--- src/rtl/veda_pkg.sv ---
// Shared opcodes, mode encodings and default widths for the Veda command front-end.
package veda_pkg;

    localparam int unsigned DATA_W_DEF    = 32;
    localparam int unsigned ADDR_W_DEF    = 5;
    localparam int unsigned RD_LAT_DEF    = 2;
    localparam int unsigned RSP_DEPTH_DEF = 4;

    typedef enum logic [1:0] {
        OP_WRITE = 2'b00,
        OP_READ  = 2'b01,
        OP_ECHO  = 2'b10,
        OP_RSVD  = 2'b11
    } op_e;

    localparam logic SCRIBBLE  = 1'b0;
    localparam logic INTERPRET = 1'b1;

    // Only READ and ECHO produce a response and therefore consume a credit.
    function automatic logic op_needs_credit(input logic [1:0] op);
        return (op_e'(op) == OP_READ) || (op_e'(op) == OP_ECHO);
    endfunction

endpackage

--- src/rtl/veda_rsp_fifo.sv ---
// Synchronous response FIFO; storage resets to zero so the head reads 0 when empty after reset.
module veda_rsp_fifo #(
    parameter int unsigned DATA_W = 32,
    parameter int unsigned DEPTH  = 4
) (
    input  logic                         clk,
    input  logic                         reset_n,
    input  logic                         i_push,
    input  logic [DATA_W-1:0]            i_push_data,
    input  logic                         i_pop,
    output logic [DATA_W-1:0]            o_pop_data,
    output logic                         o_full,
    output logic                         o_empty,
    output logic [$clog2(DEPTH):0]       o_count
);

    localparam int unsigned AW    = $clog2(DEPTH);
    localparam int unsigned CNT_W = AW + 1;

    logic [DATA_W-1:0] r_mem [DEPTH];
    logic [AW-1:0]     r_wr_ptr;
    logic [AW-1:0]     r_rd_ptr;
    logic [CNT_W-1:0]  r_count;
    logic              w_do_push;
    logic              w_do_pop;

    assign o_full     = (r_count == CNT_W'(DEPTH));
    assign o_empty    = (r_count == '0);
    assign o_count    = r_count;
    assign o_pop_data = r_mem[r_rd_ptr];
    assign w_do_push  = i_push & ~o_full;
    assign w_do_pop   = i_pop & ~o_empty;

    always_ff @(posedge clk or negedge reset_n) begin
        if (!reset_n) begin
            for (int i = 0; i < int'(DEPTH); i++) begin
                r_mem[i] <= '0;
            end
            r_wr_ptr <= '0;
            r_rd_ptr <= '0;
            r_count  <= '0;
        end else begin
            if (w_do_push) begin
                r_mem[r_wr_ptr] <= i_push_data;
                r_wr_ptr        <= r_wr_ptr + AW'(1);
            end
            if (w_do_pop) begin
                r_rd_ptr <= r_rd_ptr + AW'(1);
            end
            // Simultaneous push and pop leaves occupancy unchanged.
            case ({w_do_push, w_do_pop})
                2'b10:   r_count <= r_count + CNT_W'(1);
                2'b01:   r_count <= r_count - CNT_W'(1);
                default: r_count <= r_count;
            endcase
        end
    end

endmodule

--- src/rtl/veda_cmd_sequencer.sv ---
// Command front-end for the Veda register file: decodes one command per cycle onto the
// Veda pins, tracks the fixed read latency with a tag pipe and buffers results under credit control.
module veda_cmd_sequencer
    import veda_pkg::*;
#(
    parameter int unsigned DATA_W    = DATA_W_DEF,
    parameter int unsigned ADDR_W    = ADDR_W_DEF,
    parameter int unsigned RD_LAT    = RD_LAT_DEF,
    parameter int unsigned RSP_DEPTH = RSP_DEPTH_DEF
) (
    input  logic              clk,
    input  logic              reset_n,
    input  logic              cmd_valid,
    output logic              cmd_ready,
    input  logic [1:0]        cmd_op,
    input  logic [ADDR_W-1:0] cmd_addr_a,
    input  logic [ADDR_W-1:0] cmd_addr_b,
    input  logic [DATA_W-1:0] cmd_data,
    output logic              rsp_valid,
    input  logic              rsp_ready,
    output logic [DATA_W-1:0] rsp_data,
    output logic              err,
    output logic              mem_reset,
    output logic              mem_write_enable,
    output logic              mem_mode,
    output logic [ADDR_W-1:0] mem_address_a,
    output logic [ADDR_W-1:0] mem_address_b,
    output logic [DATA_W-1:0] mem_data_in,
    input  logic [DATA_W-1:0] mem_data_out
);

    localparam int unsigned FCNT_W = $clog2(RSP_DEPTH) + 1;
    localparam int unsigned OUT_W  = $clog2(RSP_DEPTH + RD_LAT) + 1;

    if (RSP_DEPTH < 2 || (RSP_DEPTH & (RSP_DEPTH - 1)) != 0) begin : g_bad_depth
        $error("RSP_DEPTH must be a power of two and at least 2");
    end
    if (RD_LAT < 1) begin : g_bad_lat
        $error("RD_LAT must be at least 1");
    end

    logic [RD_LAT-1:0] r_tag;
    logic              r_err;
    logic              w_accept;
    logic              w_issue_rsp;
    logic              w_rsvd;
    logic              w_push;
    logic              w_fifo_full;
    logic              w_fifo_empty;
    logic [FCNT_W-1:0] w_fifo_count;
    logic [OUT_W-1:0]  w_outstanding;

    assign mem_reset = ~reset_n;

    // Credits in use: results still travelling through Veda plus results already buffered.
    always_comb begin
        w_outstanding = OUT_W'(w_fifo_count);
        for (int i = 0; i < int'(RD_LAT); i++) begin
            w_outstanding = w_outstanding + OUT_W'(r_tag[i]);
        end
    end

    // Depends on cmd_op, which the upstream holds stable while cmd_valid is high.
    assign cmd_ready = reset_n &
                       (~op_needs_credit(cmd_op) | (w_outstanding < OUT_W'(RSP_DEPTH)));
    assign w_accept  = cmd_valid & cmd_ready;

    always_comb begin
        mem_write_enable = 1'b0;
        mem_mode         = SCRIBBLE;
        mem_address_a    = '0;
        mem_address_b    = '0;
        mem_data_in      = '0;
        w_issue_rsp      = 1'b0;
        w_rsvd           = 1'b0;
        if (w_accept) begin
            case (op_e'(cmd_op))
                OP_WRITE: begin
                    mem_write_enable = 1'b1;
                    mem_address_a    = cmd_addr_a;
                    mem_data_in      = cmd_data;
                end
                OP_READ: begin
                    mem_mode      = INTERPRET;
                    mem_address_b = cmd_addr_b;
                    w_issue_rsp   = 1'b1;
                end
                OP_ECHO: begin
                    mem_data_in = cmd_data;
                    w_issue_rsp = 1'b1;
                end
                default: begin
                    w_rsvd = 1'b1;
                end
            endcase
        end
    end

    // Tag pipe mirrors the Veda read path; err is sticky until reset.
    always_ff @(posedge clk or negedge reset_n) begin
        if (!reset_n) begin
            r_tag <= '0;
            r_err <= 1'b0;
        end else begin
            r_tag[0] <= w_issue_rsp;
            for (int i = 1; i < int'(RD_LAT); i++) begin
                r_tag[i] <= r_tag[i-1];
            end
            if (w_rsvd) begin
                r_err <= 1'b1;
            end
        end
    end

    assign err    = r_err;
    assign w_push = r_tag[RD_LAT-1] & ~w_fifo_full;

    veda_rsp_fifo #(
        .DATA_W (DATA_W),
        .DEPTH  (RSP_DEPTH)
    ) u_rsp_fifo (
        .clk         (clk),
        .reset_n     (reset_n),
        .i_push      (w_push),
        .i_push_data (mem_data_out),
        .i_pop       (rsp_ready),
        .o_pop_data  (rsp_data),
        .o_full      (w_fifo_full),
        .o_empty     (w_fifo_empty),
        .o_count     (w_fifo_count)
    );

    assign rsp_valid = ~w_fifo_empty;

endmodule

--- config.mk ---
export PLATFORM = sky130hd
export DESIGN_NAME = veda_cmd_sequencer
export DESIGN_NICKNAME = d
export VERILOG_FILES = /design/src/rtl/veda_pkg.sv /design/src/rtl/veda_rsp_fifo.sv /design/src/rtl/veda_cmd_sequencer.sv
export SDC_FILE = /design/constraint.sdc
export NUM_CORES = 1
export LEC_CHECK = 0
export CAP_MARGIN = 20
export CORE_MARGIN = 5
export CORE_UTILIZATION = 45
export CTS_CLUSTER_DIAMETER = 120
export DETAILED_ROUTE_END_ITERATION = 10
export GPL_TIMING_DRIVEN = 0
export PLACE_DENSITY = 0.85
export SLEW_MARGIN = 15
export SYNTH_ARGS = -nofsm -noshare
export SYNTH_HDL_FRONTEND = slang
export SYNTH_SLANG_ARGS = --single-unit
--- constraint.sdc ---
create_clock -name clk -period 2.04 [get_ports clk]
set_clock_uncertainty 0.1 [all_clocks]
set_input_delay 0.204 -clock clk [delete_from_list [all_inputs] [get_ports clk]]
set_output_delay 0.204 -clock clk [all_outputs]
set_load 0.01 [all_outputs]
==> impl_metrics.py, run 1 <==
metrics = {
    "floorplan": {
        "io_pins": 160,
        "die_h_um": 129.9,
        "core_region_area_mm2": 0.01399,
        "die_w_um": 129.9,
        "start_util_pct": 46.28,
        "die_area_mm2": 0.01688,
        "num_rows": 43,
    },
    "timing": {
        "final-hold-violation-count": 138,
        "setup_ws_ns": -0.4692,
        "period_share_pct": 123.0,
        "tns_ns": -20.53,
        "finalSetupViolCount": 75,
        "rsz0062_at_grt": "true",
        "fmax_ghz": 0.3985,
        "post-route-min-period_ns": 2.509,
        "slew-limit-headroom_pct": 73.39,
        "hold_slack_ns": -0.4279,
        "slew_violations": 0,
        "tightest_slew_ns": 0.3987,
    },
    "yosys": {
        "synth-seq-area-share_pct": 53.34,
        "synth_top_area_share_pct": 53.34,
        "yosysWarnings": 0,
        "synth-edff-count": 0,
        "synthesis.nets": 509,
        "yosys-top-cells-area": "dfrtp_1 (53%), mux2_2 (22%), mux4_2 (11%)",
        "synthTopCellsByCount": "dfrtp_1 (138), mux2_2 (129), and2_1 (36), mux4_2 (32), buf_6 (12)",
        "synth_ff_type": "dfrtp_1",
        "syn_inst": 418,
        "yosysMostFrequentCell": "dfrtp_1",
        "synth_top_area_cell": "dfrtp_1",
        "avgSynthCellArea_um2": 15.49,
        "synth_cell_types": 27,
        "synth_area_mm2": 0.006474,
        "ys_ff_latch": 138,
        "synthArstFlopShare_pct": 100.0,
    },
    "grt": {
        "grt.overflow.total": 0,
        "grt_pass1_vias": 5044,
        "grt_max_degree": 82,
        "grt_pass1_wl_um": 26240,
        "grt_usage_pct": 20.37,
        "antenna_found_initial": 0,
    },
    "clocking": {
        "clock_latency_ns": 0.42,
        "cts_root_buffer": "clkbuf_16",
        "cts_buffers": 17,
        "htreeDepth": 4,
        "tritoncts": "done",
        "cts_sinks": 138,
        "clockBufferDepth": 2,
        "clk_pin_slew_ns": 0.05,
    },
    "placed_design": {
        "dp_hpwl_um": 10570,
        "place_congestion": 0.7893,
        "post_dp_cell_area_mm2": 0.008319,
        "numPortBuffers": 159,
        "post-place-ws_ns": -1.109,
    },
    "power_and_ir_drop": {
        "leakage_nw": 4.431,
        "total_power_mw": 14.60,
        "irDropWorstVdd_v": 0.0008293,
        "power_density_mw_per_mm2": 1484,
    },
    "status": {
        "status": "finished, violations left",
        "violations": "hold timing, setup timing",
    },
    "worst_setup_path": {
        "r2r_slack_ns": 0,
        "worstPathMaxFanout": 4,
        "criticalPathCategory": "reg2out",
        "end_kind": "primary output",
        "cp_data_required_time_ns": 1.74,
        "critPathArrivalTime_ns": 2.21,
        "worstSetupStartpointType": "flop",
        "r2r-start": "u_rsp_fifo.o_count[0]",
        "crit_start": "r_tag[1]",
        "reg2regPathDepth": 9,
        "r2r_end": "u_rsp_fifo.o_count[2]",
    },
    "detailed_routing": {
        "drt_first_pass_iters": 4,
        "ant_nets": 0,
        "via_per_inst": 5.293,
        "drtIter0Drc": 181,
        "avgRoutedWirePerCell_um": 20.04,
        "drc_errors": 0,
        "vias": 4367,
        "wl_um": 16540,
    },
    "layout": {
        "final_area_mm2": 0.009839,
        "drive_gt1_share_pct": 60.31,
        "nets": 723,
        "area_growth_pct": 51.99,
        "antenna_cells": 0,
    },
    "run": {
        "maxCapViolations": 0,
    },
    "worst_hold_path": {
        "hold_path.class": "in2async",
    },
}
worst max-delay path: stages, from the launching register on:
cell and delay (ns):
dfrtp_2 0.42, ha_4 0.25, a211o_4 0.35, buf_6 0.13, a21boi_4 0.18, buf_6 0.14
and4_1 0.18, buf_2 0.14
through the flow:
step / instances / util (%)
floorplan: 418 / -
global placement: 757 / 59.27
detailed placement: 758 / 59.47
CTS: 815 / 67.76
global route: 825 / 70.34
finish: 825 / 70.34
layout make-up:
cell class / instances / area (um2)
clock buffer: 20 / 456.7
fill: 895 / 4149
timing repair buffer: 197 / 2168
inverter: 8 / 30.03
tap: 180 / 225.2
buffer: 22 / 280.3
clock inverter: 12 / 219.0
sequential: 138 / 3458
multi-input combinational: 248 / 3002
placed cells by master, fill, tap and decap left out, types with 2 or more instances in the layout:
master,n
buf_16,3
dfrtp_2,4
bufinv_16,6
ha_1,8
nand2_1,6
buf_12,8
and3_4,7
clkinvlp_4,2
inv_1,7
and2_1,3
buf_2,7
and3_1,3
dfrtp_1,134
clkbuf_16,17
buf_4,9
mux2_2,129
nor2_2,4
xnor2_1,3
ha_4,2
clkbuf_8,6
mux4_2,32
buf_6,98
clkinv_2,3
and2_4,33
xor2_1,3
clkdlybuf4s50_1,80
buf_8,9
layer usage:
layer | GRT usage, % | share of wire [%]
met1 | 24.00 | 39
met2 | 34.82 | 53
met3 | 7.450 | 6.7
met4 | 6.540 | 1.3
met5 | 0 | 0
repair_timing:
action / 4_1_cts / 5_1_grt
pin swaps: 43 / 7
hold endpoints to repair: 64 / 64
setup buffers: 20 / 12
gates cloned: 6 / 0
endpoints found under the setup margin: 83 / 164
gates resized for setup: 441 / 72
how the worst max path moves through the flow:
stage	end	cells after the start
floorplan	u_rsp_fifo.o_count[2]	8
global placement	mem_data_in[28]	6
detailed placement	mem_data_in[27]	7
CTS	mem_address_a[3]	7
global route	mem_address_a[3]	7
finish	mem_address_a[3]	7
cell families after synthesis:
family | count (synthesis) | share of synthesized area (%)
AO/OA/AOI/OAI | 9 | 0.9858
XOR/XNOR | 6 | 0.8119
adder cells (fa/ha/maj) | 11 | 2.242
buffers and inverters | 32 | 3.344
flip-flops | 138 | 53.34
multiplexers | 161 | 33.57
AND/OR/NAND/NOR | 61 | 5.702
registers in the layout, indices dropped and copies added, names as in the netlist:
name                 cells
u_rsp_fifo.r_rd_ptr      2
err                      1
u_rsp_fifo.r_wr_ptr      2
r_tag                    2
u_rsp_fifo.r_mem       128
u_rsp_fifo.o_count       3
power breakdown:
group          internal, mW  switching, mW  leakage [nW]
Sequential             3.99          0.720          1.73
Clock                  2.35           1.13         0.326
Combinational          4.12           2.29          2.37
Note: power is estimated with default switching activity, not from simulation.
==> run 2: changes to the inputs <==
--- a/config.mk
+++ b/config.mk
@@ -8,9 +8,8 @@
 export CAP_MARGIN = 20
 export CORE_MARGIN = 5
 export CORE_UTILIZATION = 45
-export CTS_CLUSTER_DIAMETER = 120
 export DETAILED_ROUTE_END_ITERATION = 10
-export GPL_TIMING_DRIVEN = 0
+export GPL_TIMING_DRIVEN = 1
 export PLACE_DENSITY = 0.85
 export SLEW_MARGIN = 15
 export SYNTH_ARGS = -nofsm -noshare
==> run 2 against run 1 <==
  * The flow finishes with violations (setup timing)
  * First-iteration DRC count grew 33%
  * Core utilization grew 1.5 points
  * Hold slack gained 0.59 ns
  * Cell count grew 2.7%
  * Non-clock buffer count grew 23
  * Critical path depth grew 6
  * Register-to-register slack lost 0.63 ns
  * Total power shrank 1.3%
  * Global-route usage grew 1.7 points
  * Final area grew 2.1%
  * Flip-flop and latch count is the same
  * Critical endpoint is now u_rsp_fifo.o_count[2]
==> impl_metrics.py, run 2 (synthesized netlist as in run 1, its figures left out) <==
metrics = {
    "detailed_routing": {
        "via_per_inst": 5.436,
        "drt_first_pass_iters": 4,
        "ant_nets": 0,
        "avgRoutedWirePerCell_um": 23.07,
        "vias": 4604,
        "drtIter0Drc": 241,
        "wl_um": 19540,
        "drc_errors": 0,
    },
    "clocking": {
        "cts_buffers": 17,
        "cts_root_buffer": "clkbuf_16",
        "clock_latency_ns": 0.42,
        "clk_pin_slew_ns": 0.06,
        "tritoncts": "done",
        "cts_sinks": 138,
        "htreeDepth": 4,
        "clockBufferDepth": 2,
    },
    "worst_setup_path": {
        "path_delay_family": "buffers and inverters",
        "critPathArrivalTime_ns": 2.87,
        "worstSetupStartpointType": "flop",
        "crit_top_cell": "buf_6",
        "end_kind": "flop",
        "path_cells": "buf_4 -> buf_6 -> buf_6 -> buf_6 -> buf_6 -> nor3b_4 -> nand2b_4 -> ha_4 -> inv_2 -> fa_2 -> xor2_1 -> nor2_1 -> xor2_1",
        "cp_data_required_time_ns": 2.24,
        "critPathBufInv": 6,
        "cp_slowest_stage_delay_ns": 0.40,
        "criticalPathCategory": "reg2reg",
        "worstPathMaxFanout": 2,
        "cp_slowest_cell": "dfrtp_1",
    },
    "grt": {
        "grt_pass1_vias": 5307,
        "grt.overflow.total": 0,
        "grt_pass1_wl_um": 28120,
        "grt_max_degree": 133,
        "grt_usage_pct": 22.09,
        "antenna_found_initial": 0,
    },
    "placed_design": {
        "place_congestion": 0.7777,
        "numPortBuffers": 159,
        "post-place-ws_ns": -0.6459,
        "dp_hpwl_um": 10350,
        "dp_cells": 764,
    },
    "layout": {
        "regMostFlops": "u_rsp_fifo.r_mem",
        "final_cells": 847,
        "drive_gt1_share_pct": 60.87,
        "largest_reg_flops": 128,
        "area_growth_pct": 55.24,
        "mostFrequentLayoutCell": "dfrtp_1",
        "nets": 746,
        "fillerInstances": 828,
        "final_cell_mix": "dfrtp_1 (136), mux2_2 (128), buf_6 (96)",
        "antenna_cells": 0,
    },
    "power_and_ir_drop": {
        "irDropWorstVdd_v": 0.0007783,
        "power_density_mw_per_mm2": 1433,
        "leakage_nw": 4.540,
    },
    "timing": {
        "setup_ws_ns": -0.6322,
        "fmax_ghz": 0.3742,
        "period_share_pct": 131.0,
        "tightest_slew_ns": 0.6696,
        "final-hold-violation-count": 0,
        "post-route-min-period_ns": 2.672,
        "finalSetupViolCount": 205,
        "slew-limit-headroom_pct": 55.36,
        "rsz0062_at_grt": "true",
        "tns_ns": -30.90,
        "slew_violations": 0,
    },
    "floorplan": {
        "die_h_um": 129.9,
        "die_area_mm2": 0.01688,
        "die_w_um": 129.9,
        "core_region_area_mm2": 0.01399,
        "start_util_pct": 46.28,
        "num_rows": 43,
        "io_pins": 160,
    },
    "status": {
        "violations": "setup timing",
        "status": "finished, violations left",
    },
    "run": {
        "maxCapViolations": 0,
    },
    "worst_hold_path": {
        "hold_path.class": "in2async",
    },
}
## run 2: cell count changes in the layout (fill, tap and decap cells not counted), moves of 3 or more
cell,delta
bufinv_16,-3
buf_12,+5
nor2_2,-4
and2_4,-5
clkbuf_8,-4
buf_2,+6
clkbuf_16,+9
nor2_4,+4
buf_8,-7
and2_1,+5
buf_4,+16
## run 2: per-layer routing
layer  track usage [%]  up-vias  part of all wire (%)
met5                 0        -                     0
met4             9.169        0                   2.6
met3             6.140       37                   5.7
met2             39.85      189                    55
met1             24.54     2374                    37
li1                  -     2004                     -
## run 2: path summary, 6_finish.rpt
path / from / endpoint / slack, ns / depth (start not counted)
max in group asynchronous: reset_n / u_rsp_fifo.r_rd_ptr[1] / 0.66 / 3
worst min register to register: r_tag[0] / r_tag[1] / 0.31 / 0
worst min-delay path: reset_n / r_tag[0] / 0.16 / 2
worst max register to register: u_rsp_fifo.o_count[0] / u_rsp_fifo.o_count[2] / -0.63 / 13
min in group clk: r_tag[0] / r_tag[1] / 0.31 / 0
worst max-delay path: u_rsp_fifo.o_count[0] / u_rsp_fifo.o_count[2] / -0.63 / 13
## run 2: stage by stage
step                      total power, mW  hold slack, ns  util [%]  instance area, um2
after CTS                           14.01          0.1442     68.10                9527
after detailed placement            10.08        -0.07825     60.82                8508
final                               14.41          0.1637     71.84               10050
after floorplan                     7.612         -0.1916         -                6474
after global routing                15.17          0.1722     71.84               10050
after global placement              9.780        -0.08036     60.82                8508
## run 2: report_power, final
part | internal, mW | switching (mW)
combinational | 4.11 | 2.44
clock | 1.97 | 1.16
sequential | 3.99 | 0.727
## run 2: layout make-up
type                       instances  area (um2)  area share (%)
clock buffer                      19       452.9           4.507
clock inverter                    12       147.6           1.469
sequential                       138        3456           34.39
tap                              180       225.2           2.241
multi-input combinational        248        3013           29.98
timing repair buffer             242        2725           27.12
inverter                           8       30.03          0.2988
## run 2: what timing repair did
item / in CTS / in global routing
gates resized for setup: 403 / 82
setup endpoints to repair: 79 / 209
pin swaps: 39 / 21
hold buffers: 2 / 0
setup buffers: 34 / 10
endpoints found under the hold margin: 138 / 0
gates cloned: 7 / 9
## run 2: worst reg2reg max path: stages (launching register included)
cell,delay (ns)
dfrtp_1,0.40
buf_4,0.14
buf_6,0.10
buf_6,0.10
buf_6,0.10
buf_6,0.11
nor3b_4,0.19
nand2b_4,0.18
ha_4,0.14
inv_2,0.03
fa_2,0.32
xor2_1,0.15
nor2_1,0.17
xor2_1,0.30
